--- src/rtl/prog_run_ctrl_pkg.sv ---
// Shared types and helpers for the program-run controller.
// Holds the FSM state encoding and the start-address table lookup.
package prog_run_ctrl_pkg;

   typedef enum logic [1:0] {
      IDLE,
      INIT,
      RUN,
      DONE
   } run_state_t;

   localparam int unsigned TBL_MAX = 4096;

   // Entry idx of a packed table of a-bit addresses.
   function automatic logic [63:0] start_of(
      input logic [TBL_MAX-1:0] tbl,
      input int unsigned        idx,
      input int unsigned        a
   );
      logic [TBL_MAX-1:0] sh;
      logic [63:0]        mask;
      sh   = tbl >> (idx * a);
      mask = (64'd1 << a) - 64'd1;
      return 64'(sh) & mask;
   endfunction

endpackage

--- src/rtl/prog_run_ctrl_sat_counter.sv ---
// Saturating up-counter with synchronous clear.
// Clear has priority over increment.
module sat_counter #(
   parameter int unsigned CW = 16
) (
   input  logic          clk,
   input  logic          reset,
   input  logic          clr,
   input  logic          inc,
   output logic [CW-1:0] cnt
);

   logic [CW-1:0] cnt_q;
   logic [CW-1:0] cnt_d;

   always_comb begin
      cnt_d = cnt_q;
      if (clr) begin
         cnt_d = '0;
      end else if (inc && (cnt_q != {CW{1'b1}})) begin
         cnt_d = cnt_q + 1'b1;
      end
   end

   always_ff @(posedge clk or negedge reset) begin
      if (!reset) begin
         cnt_q <= '0;
      end else begin
         cnt_q <= cnt_d;
      end
   end

   assign cnt = cnt_q;

endmodule

--- src/rtl/prog_run_ctrl.sv ---
// Program-run controller: sequences programs from a start table,
// owns the req/ack handshake, RUN-cycle count and watchdog.
module prog_run_ctrl
   import prog_run_ctrl_pkg::*;
#(
   parameter int unsigned             A         = 16,
   parameter int unsigned             NPROG     = 3,
   parameter logic [NPROG*A-1:0]      START_TBL = '0,
   parameter logic [A-1:0]            HALT_ADDR = {A{1'b1}},
   parameter int unsigned             CW        = 16,
   parameter int unsigned             TIMEOUT   = 16'hFFFF,
   localparam int unsigned            IW        = (NPROG > 1) ? $clog2(NPROG) : 1
) (
   input  logic          clk,
   input  logic          reset,
   input  logic          req,
   input  logic [A-1:0]  pc,
   output logic          init,
   output logic [A-1:0]  start_pc,
   output logic          run_en,
   output logic          ack,
   output logic [IW-1:0] prog_idx,
   output logic [CW-1:0] cycles,
   output logic          timeout
);

   run_state_t    state_q, state_d;
   logic [IW-1:0] idx_q, idx_d;
   logic [CW-1:0] cycles_q, cycles_d;
   logic          to_q, to_d;

   logic          cnt_clr;
   logic          cnt_inc;
   logic [CW-1:0] cnt;
   logic [CW:0]   cnt_p1;
   logic [CW-1:0] cnt_sat;

   sat_counter #(
      .CW (CW)
   ) u_cnt (
      .clk   (clk),
      .reset (reset),
      .clr   (cnt_clr),
      .inc   (cnt_inc),
      .cnt   (cnt)
   );

   // Unsaturated +1 for the watchdog compare, saturated for the report.
   assign cnt_p1  = {1'b0, cnt} + 1'b1;
   assign cnt_sat = cnt_p1[CW] ? cnt : cnt_p1[CW-1:0];

   always_comb begin
      state_d  = state_q;
      idx_d    = idx_q;
      cycles_d = cycles_q;
      to_d     = to_q;
      cnt_clr  = 1'b0;
      cnt_inc  = 1'b0;
      unique case (state_q)
         IDLE: begin
            if (req) begin
               state_d = INIT;
               cnt_clr = 1'b1;
            end
         end
         INIT: begin
            state_d = RUN;
         end
         RUN: begin
            cnt_inc = 1'b1;
            if (pc == HALT_ADDR) begin
               state_d  = DONE;
               cycles_d = cnt_sat;
               to_d     = 1'b0;
            end else if (cnt_p1 == (CW+1)'(TIMEOUT)) begin
               state_d  = DONE;
               cycles_d = CW'(TIMEOUT);
               to_d     = 1'b1;
            end
         end
         DONE: begin
            if (!req) begin
               state_d = IDLE;
               idx_d   = (idx_q == IW'(NPROG - 1)) ? '0 : idx_q + 1'b1;
            end
         end
         default: begin
            state_d = IDLE;
         end
      endcase
   end

   always_ff @(posedge clk or negedge reset) begin
      if (!reset) begin
         state_q  <= IDLE;
         idx_q    <= '0;
         cycles_q <= '0;
         to_q     <= 1'b0;
      end else begin
         state_q  <= state_d;
         idx_q    <= idx_d;
         cycles_q <= cycles_d;
         to_q     <= to_d;
      end
   end

   assign init     = (state_q == INIT);
   assign run_en   = (state_q == RUN);
   assign ack      = (state_q == DONE);
   assign prog_idx = idx_q;
   assign cycles   = cycles_q;
   assign timeout  = to_q;
   assign start_pc = A'(start_of(TBL_MAX'(START_TBL), int'(idx_q), A));

endmodule

--- config.mk ---
export PLATFORM = sky130hd
export DESIGN_NAME = prog_run_ctrl
export DESIGN_NICKNAME = d
export VERILOG_FILES = /design/src/rtl/prog_run_ctrl_pkg.sv /design/src/rtl/prog_run_ctrl_sat_counter.sv /design/src/rtl/prog_run_ctrl.sv
export SDC_FILE = /design/constraint.sdc
export NUM_CORES = 1
export LEC_CHECK = 0
export CORE_MARGIN = 5
export CORE_UTILIZATION = 30
export CTS_CLUSTER_SIZE = 12
export DETAILED_ROUTE_END_ITERATION = 7
export GPL_ROUTABILITY_DRIVEN = 0
export GPL_TIMING_DRIVEN = 1
export SLEW_MARGIN = 0
export SYNTH_ARGS = -nofsm -noshare
export SYNTH_HDL_FRONTEND = slang
export SYNTH_SLANG_ARGS = --single-unit
--- constraint.sdc ---
create_clock -name clk -period 2.86 [get_ports clk]
set_input_delay 0.572 -clock clk [delete_from_list [all_inputs] [get_ports clk]]
set_output_delay 0.572 -clock clk [all_outputs]
set_load 0.02 [all_outputs]
# Word level (Yosys, flattened, before mapping)

Index checks and enable logic that the tools add are counted.

Register bits after elaboration: 37
Output and inout port bits: 38
Bits of input ports: 19
Word-level logic and storage cells: 43

Shift operators: 1
Bitwise logic cells: 1
Add/subtract/negate cells: 3
Equal/unequal tests: 10
Multiplexer cells: 16
Reduce and logical (&&, ||, !) cells: 7

Operators by type and width:

| operator                                         | count |
|---|---|
| two-way mux 16 bit                               | 5 |
| adder 16 x 1 -> 17 bit, second input constant    | 1 |
| == test 17 x 16 -> 1 bit, second input constant  | 1 |
| adder 16 x 1 -> 16 bit, second input constant    | 1 |
| == test 16 bit, second input constant            | 1 |
| != test 16 bit, second input constant            | 1 |
| >> shifter 1 x 6 -> 16 bit, first input constant | 1 |
| two-way mux 2 bit                                | 5 |
| one-hot mux 2 bit (4 select lines)               | 1 |
| == test 2 bit, second input constant             | 3 |
| two-way mux 1 bit                                | 5 |
| != test 2 bit, second input constant             | 2 |
| AND reduction 2 bit                              | 2 |
| nonzero test 2 bit                               | 2 |
| != test 3 x 1 -> 1 bit, second input constant    | 1 |
| AND reduction 3 bit                              | 1 |
| adder 2 x 1 -> 2 bit, second input constant      | 1 |
| == test 2 x 1 -> 1 bit, second input constant    | 1 |
| logical NOT 2 bit                                | 1 |
| logical AND 1 bit                                | 1 |
| inverter 1 bit                                   | 1 |

# Longest topological paths before layout

Gate-level depths: netlist of the first run.

Word-level depth: 5
Mapped depth: 8
Mapped depth without buffers: 7

# Cells and area by module

Synthesis of the first run repeated with hierarchy kept, for this count alone.

Cells, all modules: 287
Area total of the unflattened synthesis: 2,544.9 sq um

Modules (own cells, without submodules):

| module        | area an instance (sq um) | cells an instance | times used |
|---|---|---|---|
| prog_run_ctrl | 1,602.8                  | 189               | 1 |
| sat_counter   | 942.2                    | 98                | 1 |

# Least setup slack after synthesis of the first run

Ideal clock, no wire load.

Kind: register to register
Start point: register u_cnt.cnt_q[1], in the netlist u_cnt.cnt[1]
End point: register state_q[0]
Library setup time: 0.124 ns
Setup slack: 0.810 ns
Data arrival time: 1.926 ns
Clock period less this slack: 2.050 ns
Data required time: 2.736 ns
Cell stages (with the launch flop): 8
Path through: dfrtp_1 > ha_1 > nand3_1 > nor4_4 > xor2_1 > and3_1 > a21o_2 > o31a_1

Cells in the longest elaborated chain, start to end: 4

Ends and longest elaborated chain:

| item                             | line                            | text |
|---|---|---|
| from (decl)                      | prog_run_ctrl_sat_counter.sv:13 | `logic [CW-1:0] cnt_q;` |
| from (signal assigned)           | prog_run_ctrl_sat_counter.sv:29 | `cnt_q <= cnt_d;` |
| adder 16 x 1 -> 17 bit           | prog_run_ctrl.sv:49             | `assign cnt_p1 = {1'b0, cnt} + 1'b1;` |
| == test 17 x 16 -> 1 bit         | prog_run_ctrl.sv:75             | `end else if (cnt_p1 == (CW+1)'(TIMEOUT)) begin` |
| != test 3 x 1 -> 1 bit (no line) | -                               |  |
| AND reduction 3 bit (no line)    | -                               |  |
| to (signal assigned)             | prog_run_ctrl.sv:100            | `state_q <= state_d;` |
| to (decl)                        | prog_run_ctrl.sv:27             | `run_state_t state_q, state_d;` |

Every way passes these cells.
A chain may end at the register's enable or synchronous reset.

# Worst setup path in the final report of the first run

Start point: register u_cnt.cnt_q[1], in the netlist u_cnt.cnt[1]
End point: register to_q, in the netlist timeout

Cells in the longest elaborated chain, start to end: 4

Ends and longest elaborated chain:

| item                          | line                 | text |
|---|---|---|
| adder 16 x 1 -> 17 bit        | prog_run_ctrl.sv:49  |  |
| == test 17 x 16 -> 1 bit      | prog_run_ctrl.sv:75  |  |
| nonzero test 2 bit (no line)  | -                    |  |
| AND reduction 2 bit (no line) | -                    |  |
| to (signal assigned)          | prog_run_ctrl.sv:103 | `to_q <= to_d;` |
| to (decl)                     | prog_run_ctrl.sv:30  | `logic to_q, to_d;` |

Every way passes these cells.

==> results.md, run 1 <==
- Run status: finished, final reports clean
- Sum Neg Setup Slack: 0 ns
- Hold slack: 0.370 ns
- Worst-path clk slew: 0.08 ns
- Ys async rst share: 100%
- CTS tree: done
- Final period util: 91.5%
- Count of cells resized by post-cts repair: 0
- MaxCap Viol Count: 0
- Mapped Avg Cell Area: 9.05 sq um
- Number of CTS-inserted buffers: 5
- CP required: 3.06 ns
- CTS sink cnt: 37
- First-pass GRT wire length: 9130 microns
- Core Box Area: approximately 8100 sq um
- Crit path DAT: 2.82 ns
- Peak supply drop: 0.000184 V
- Total Wirelength: 5560 microns
- Diode count: 0
- Relative slew margins: between 40% and 50%
- Cell count after synthesis: 270
- Endpoint class of the critical path: flop
- Startpoint Class: flop
- Final Worst Setup Slack: 0.242 ns
- Initial antenna violation count: 0
- DRC viols: 0
- Crit path max fanout: 17
- YS warnings: 0
- Fillers: between 800 and 900
- All-Layer GR Usage: 11.3%
- Final min period: 2.62 ns
- Slew @ Worst Pin: 0.833 ns
- Postcts setup bufs: 0
- Setup Skew: 0.00843 ns
- Vias in the first global route: 1,792
- Share of cells above drive strength 1: 8.20%
- Largest net degree at the start of global routing: 38
- DIE AREA: 10,100 sq um
- Root buf cell: clkbuf_8
- Pre-CTS setup slack: roughly 0.27 ns
- Gr ovfl total: 0
- Multi-input logic area: 1300 sq um
- Register Area: 926 sq um
- Top FF cell, synth: dfrtp_1
- Latest clock arrival within the worst-skew pair: 0.29 ns
- Worst min path class: input port to asynchronous set/reset pin
- Nets: 330
- Post-DP HPWL: 4160 microns
- Setup violators final: 0
- Detailed Route Iter0 Violations: just over 100
- Final hold violations: 0
- Max frequency: 382 MHz
- DR vias: 1,923
- Mapped cell area: 2440 sq um
- Layout area overhead: 18.8%
- #FFs+latches synth: 37
- Post-Route Utilization: between 30% and 40%
- Most common cell after layout, fill and taps aside: nor2_1
- Antenna-violating nets left: 0
- Avg WL per Cell: 13.6 microns
- I/O pins: 57
- Max Slew Vio Count: 0
- Leakage Power: 0.00129 uW
- Drt pass-1 iters: 4
- EDFF count, synth: 0
- H-tree Lvls: 2
- Most frequent cells in the layout: nor2_1, clkdlybuf4s50_1, dfrtp_1
- Yosys cell types: 46
- Via/cell ratio: 4.69
- Clock tree buffer depth: 2
- Die Ht: between 100 and 150 microns
- Crit Path Category: flop to flop
- Port bufs: 40
- Initial Utilization: a little under a third
- Hold_buf cts: 0
- Die width: 100 microns
- RSZ-0062 raised after global routing: false
- Sequential cell area fraction in the yosys report: 37.9%
- Pwr dens: 605 nW/um^2
- Row cnt: 33
## registers in the layout, summed over array words and instances (netlist names)
| signal | flops |
|---|---|
| cycles | 16 |
| u_cnt.cnt | 16 |
| prog_idx | 2 |
| state_q | 2 |
| timeout | 1 |
## worst max-delay path, stage by stage, from the launching register on
cell and delay, ns:
dfrtp_1 0.50, ha_1 0.49, nand3_1 0.23, nor4_4 0.36, xor2_1 0.34, nand4_4 0.30
o31ai_1 0.32
## area by class of cell
type,instances,share of cell area [%]
inverters,7,0.905
clock inverters,2,0.474
multi-input cells,209,44.7
repair buffers,44,14.7
clock buffers,6,2.84
flip-flops and latches,37,31.9
well taps,105,4.53
## routing by layer
layer | global-route usage, % | routed length [microns] | vias to the layer above | share of wire [%]
met5 | 0 | 0 | - | 0
met4 | 3.42 | 61 | 0 | 1.1
met3 | 3.47 | 407 | 6 | 7.3
met2 | 17.0 | 2560 | 53 | 46
met1 | 15.5 | 2530 | 891 | 46
li1 | - | - | 973 | -
## Yosys cell counts, drive strengths merged, types with 2 or more instances
master	instances	area (sq um)
nor2	40	150
dfrtp	37	926
buf	27	215
xor2	22	193
nand2	21	78.8
a21oi	20	100
o22ai	17	106
nand3	12	60.1
nand4	11	105
ha	7	87.6
inv	7	26.3
and3	6	45.0
nor4	6	73.8
xnor2	6	52.6
clkbuf	4	26.3
o21ai	3	15.0
a211oi	2	15.0
and2	2	12.5
mux2i	2	20.0
nand2b	2	12.5
nor3	2	10.0
## through the flow
| stage | total power (uW) | instances | instance area [sq um] |
|---|---|---|---|
| global placement | 1360 | 402 | 2810 |
| global route | 1880 | 410 | 2900 |
| finish | 1760 | 410 | 2900 |
| floorplan | 1200 | 285 | 2500 |
| detailed placement | 1370 | 402 | 2810 |
| CTS | 1770 | 410 | 2900 |
## where the power goes
part           internal, uW  switching (uW)  total [uW]  leakage (uW)
logic                   302             393         696      0.000740
clock network           195             195         391     0.0000512
registers               578            92.0         670      0.000501
total                  1080             681        1760       0.00129
## final timing paths
kind                         startpoint            to  slack (ns)  cells after the start
max                        u_cnt.cnt[1]       timeout        0.24                      6
min                               reset  u_cnt.cnt[5]        0.37                      1
max reg2reg                u_cnt.cnt[1]       timeout        0.24                      6
min reg2reg                     timeout       timeout        0.48                      2
max in group asynchronous         reset  u_cnt.cnt[4]        1.95                      1
min in group clk                timeout       timeout        0.48                      2
## logic make-up after synthesis
family                   count (synthesis)  synth area share (%)
flip-flops                              37                  37.9
AO/OA/AOI/OAI                           49                  12.0
other                                    1                 0.153
multiplexers                             3                  1.28
AND/OR/NAND/NOR                        106                  23.7
adder cells (fa/ha/maj)                  7                  3.58
XOR/XNOR                                28                  10.0
buffers and inverters                   39                  11.3
No activity file was read; power rests on OpenSTA's default activity.
==> inputs of run 2 (changes only) <==
--- a/config.mk
+++ b/config.mk
@@ -5,7 +5,8 @@
 export SDC_FILE = /design/constraint.sdc
 export NUM_CORES = 1
 export LEC_CHECK = 0
-export CORE_MARGIN = 5
+export CAP_MARGIN = 0
+export CORE_MARGIN = 4
 export CORE_UTILIZATION = 30
 export CTS_CLUSTER_SIZE = 12
 export DETAILED_ROUTE_END_ITERATION = 7
==> results.md, run 2 (same netlist as run 1, synthesis figures left out) <==
- Worst min path class: input port to asynchronous set/reset pin
- Slew @ Worst Pin: 0.847 ns (+0.0139 ns)
- Run status: finished, final reports clean
- Crit path DAT: 2.69 ns (-0.13 ns)
- H-tree Lvls: 2 (unchanged)
- Number of CTS-inserted buffers: 5 (unchanged)
- Avg WL per Cell: 13.7 microns (+0.82%)
- Detailed Route Iter0 Violations: 115 (+14%)
- Max frequency: 401 MHz (+5.1%)
- Max Slew Vio Count: 0 (unchanged)
- Relative slew margins: 43.6% (-0.92 points)
- Sum Neg Setup Slack: 0 ns (unchanged)
- Postcts setup bufs: 0 (unchanged)
- Via/cell ratio: 4.72 (+0.54%)
- Critical R2R Launch: u_cnt.cnt[1]
- Worst reg-to-reg path cell count: 6 (unchanged)
- Share of cells above drive strength 1: 8.82% (+0.63 points)
- Pwr dens: 596 nW/um^2 (-1.5%)
- FF-to-FF End: timeout
- Antenna-violating nets left: 0 (unchanged)
- Pre-CTS setup slack: 0.278 ns (+0.00331 ns)
- Clock tree buffer depth: 2 (unchanged)
- Crit path max fanout: 17 (unchanged)
- Nets: 331 (+0.30%)
- First-pass GRT wire length: 9600 microns (+5.2%)
- Post-DP HPWL: 4100 microns (-1.4%)
- Layout area overhead: 18.6%
- Count of cells resized by post-cts repair: 0 (unchanged)
- Gr ovfl total: 0 (unchanged)
- Die width: 98.3 microns (-2.0%)
- All-Layer GR Usage: 12.1% (+0.83 points)
- Worst-path clk slew: 0.08 ns (about the same)
- Largest net degree at the start of global routing: 38 (unchanged)
- Setup violators final: 0 (unchanged)
- Post-Route Utilization: 37.1% (+1.3 points)
- Core Box Area: 7810 sq um (-3.5%)
- Leakage Power: 0.00129 uW (-0.28%)
- DR vias: 1,924 (+0.052%)
- I/O pins: 57 (unchanged)
- DRC viols: 0 (unchanged)
- DIE AREA: 9650 sq um (-4.0%)
- Peak supply drop: 0.000202 V (+9.3%)
- Die Ht: 98.3 microns (-2.0%)
- MaxCap Viol Count: 0 (unchanged)
- CTS sink cnt: 37 (unchanged)
- Startpoint Class: flop
- Final min period: 2.49 ns (-0.127 ns)
- Final Worst Setup Slack: 0.369 ns (+0.127 ns)
- Final period util: 87.1% (-4.4 points)
- Diode count: 0 (unchanged)
- Root buf cell: clkbuf_8
- Drt pass-1 iters: 4 (unchanged)
- RSZ-0062 raised after global routing: false
- Row cnt: 32 (-3.0%)
- Vias in the first global route: 1,886 (+5.2%)
- Most frequent cells in the layout: nor2_1, clkdlybuf4s50_1, dfrtp_1
- Latest clock arrival within the worst-skew pair: 0.29 ns (about the same)
- Initial antenna violation count: 0 (unchanged)
- CTS tree: done
- Total Wirelength: 5580 microns (+0.32%)
- Port bufs: 40 (unchanged)
- CP required: 3.06 ns (about the same)
- Hold_buf cts: 0 (unchanged)
- Fillers: 809 (-0.86%)
- Endpoint class of the critical path: flop
- Setup Skew: 0.00416 ns (-0.00428 ns)
- Most common cell after layout, fill and taps aside: nor2_1
- Reg-to-reg slack, setup: 0.37 ns (+0.13 ns)
- Crit Path Category: flop to flop
- Initial Utilization: 31.3% (+1.1 points)
- Final hold violations: 0 (unchanged)
-- run 2: layout make-up --
cell class	instances	area (sq um)	area share, %
sequential	37	926	31.9
clock inverter	3	17.5	0.604
multi-input combinational	209	1300	44.8
tap	102	128	4.40
inverter	7	26.3	0.906
timing repair buffer	45	433	14.9
clock buffer	5	68.8	2.37
-- run 2: worst max path at each step --
stage	from	endpoint	slack [ns]
6_report	u_cnt.cnt[1]	timeout	0.37
3_5_place_dp	u_cnt.cnt[1]	timeout	0.28
3_3_place_gp	u_cnt.cnt[1]	timeout	0.38
4_1_cts	u_cnt.cnt[1]	timeout	0.25
5_1_grt	u_cnt.cnt[1]	timeout	0.09
2_1_floorplan	u_cnt.cnt[1]	state_q[0]	0.81
-- run 2: metrics by stage --
step	cells	area, sq um	power, uW	hold slack, ns
floorplan	285	2500	1200	0.276
global placement	400	2810	1360	0.477
detailed placement	400	2810	1370	0.492
CTS	408	2900	1740	0.415
global route	408	2900	1870	0.456
finish	408	2900	1730	0.379
-- run 2: critical path, cell delays in order (launching register included) --
cell,delay (ns)
dfrtp_1,0.49
ha_2,0.38
nand3_1,0.20
nor4_4,0.36
xor2_1,0.34
nand4_4,0.31
o31ai_1,0.32
-- run 2: report_power, final --
group	total, uW	switching, uW	internal [uW]
clock	365	197	168
combinational	692	389	303
sequential	670	92.2	578
total	1730	678	1050
-- run 2: metal layers --
| metal | part of all wire [%] | global-route usage (%) |
|---|---|---|
| met1 | 47 | 16.7 |
| met2 | 45 | 18.6 |
| met3 | 7.0 | 3.57 |
| met4 | 1.1 | 3.15 |
| met5 | 0 | 0 |
==> inputs of run 3 (changes only) <==
--- a/config.mk
+++ b/config.mk
@@ -5,13 +5,14 @@
 export SDC_FILE = /design/constraint.sdc
 export NUM_CORES = 1
 export LEC_CHECK = 0
-export CAP_MARGIN = 0
+export CAP_MARGIN = 10
 export CORE_MARGIN = 4
 export CORE_UTILIZATION = 30
 export CTS_CLUSTER_SIZE = 12
 export DETAILED_ROUTE_END_ITERATION = 7
 export GPL_ROUTABILITY_DRIVEN = 0
 export GPL_TIMING_DRIVEN = 1
+export SKIP_CTS_REPAIR_TIMING = 1
 export SLEW_MARGIN = 0
 export SYNTH_ARGS = -nofsm -noshare
 export SYNTH_HDL_FRONTEND = slang
==> results of run 3 <==
Same layout as run 2: the final DEF is identical, and so are final timing and power.
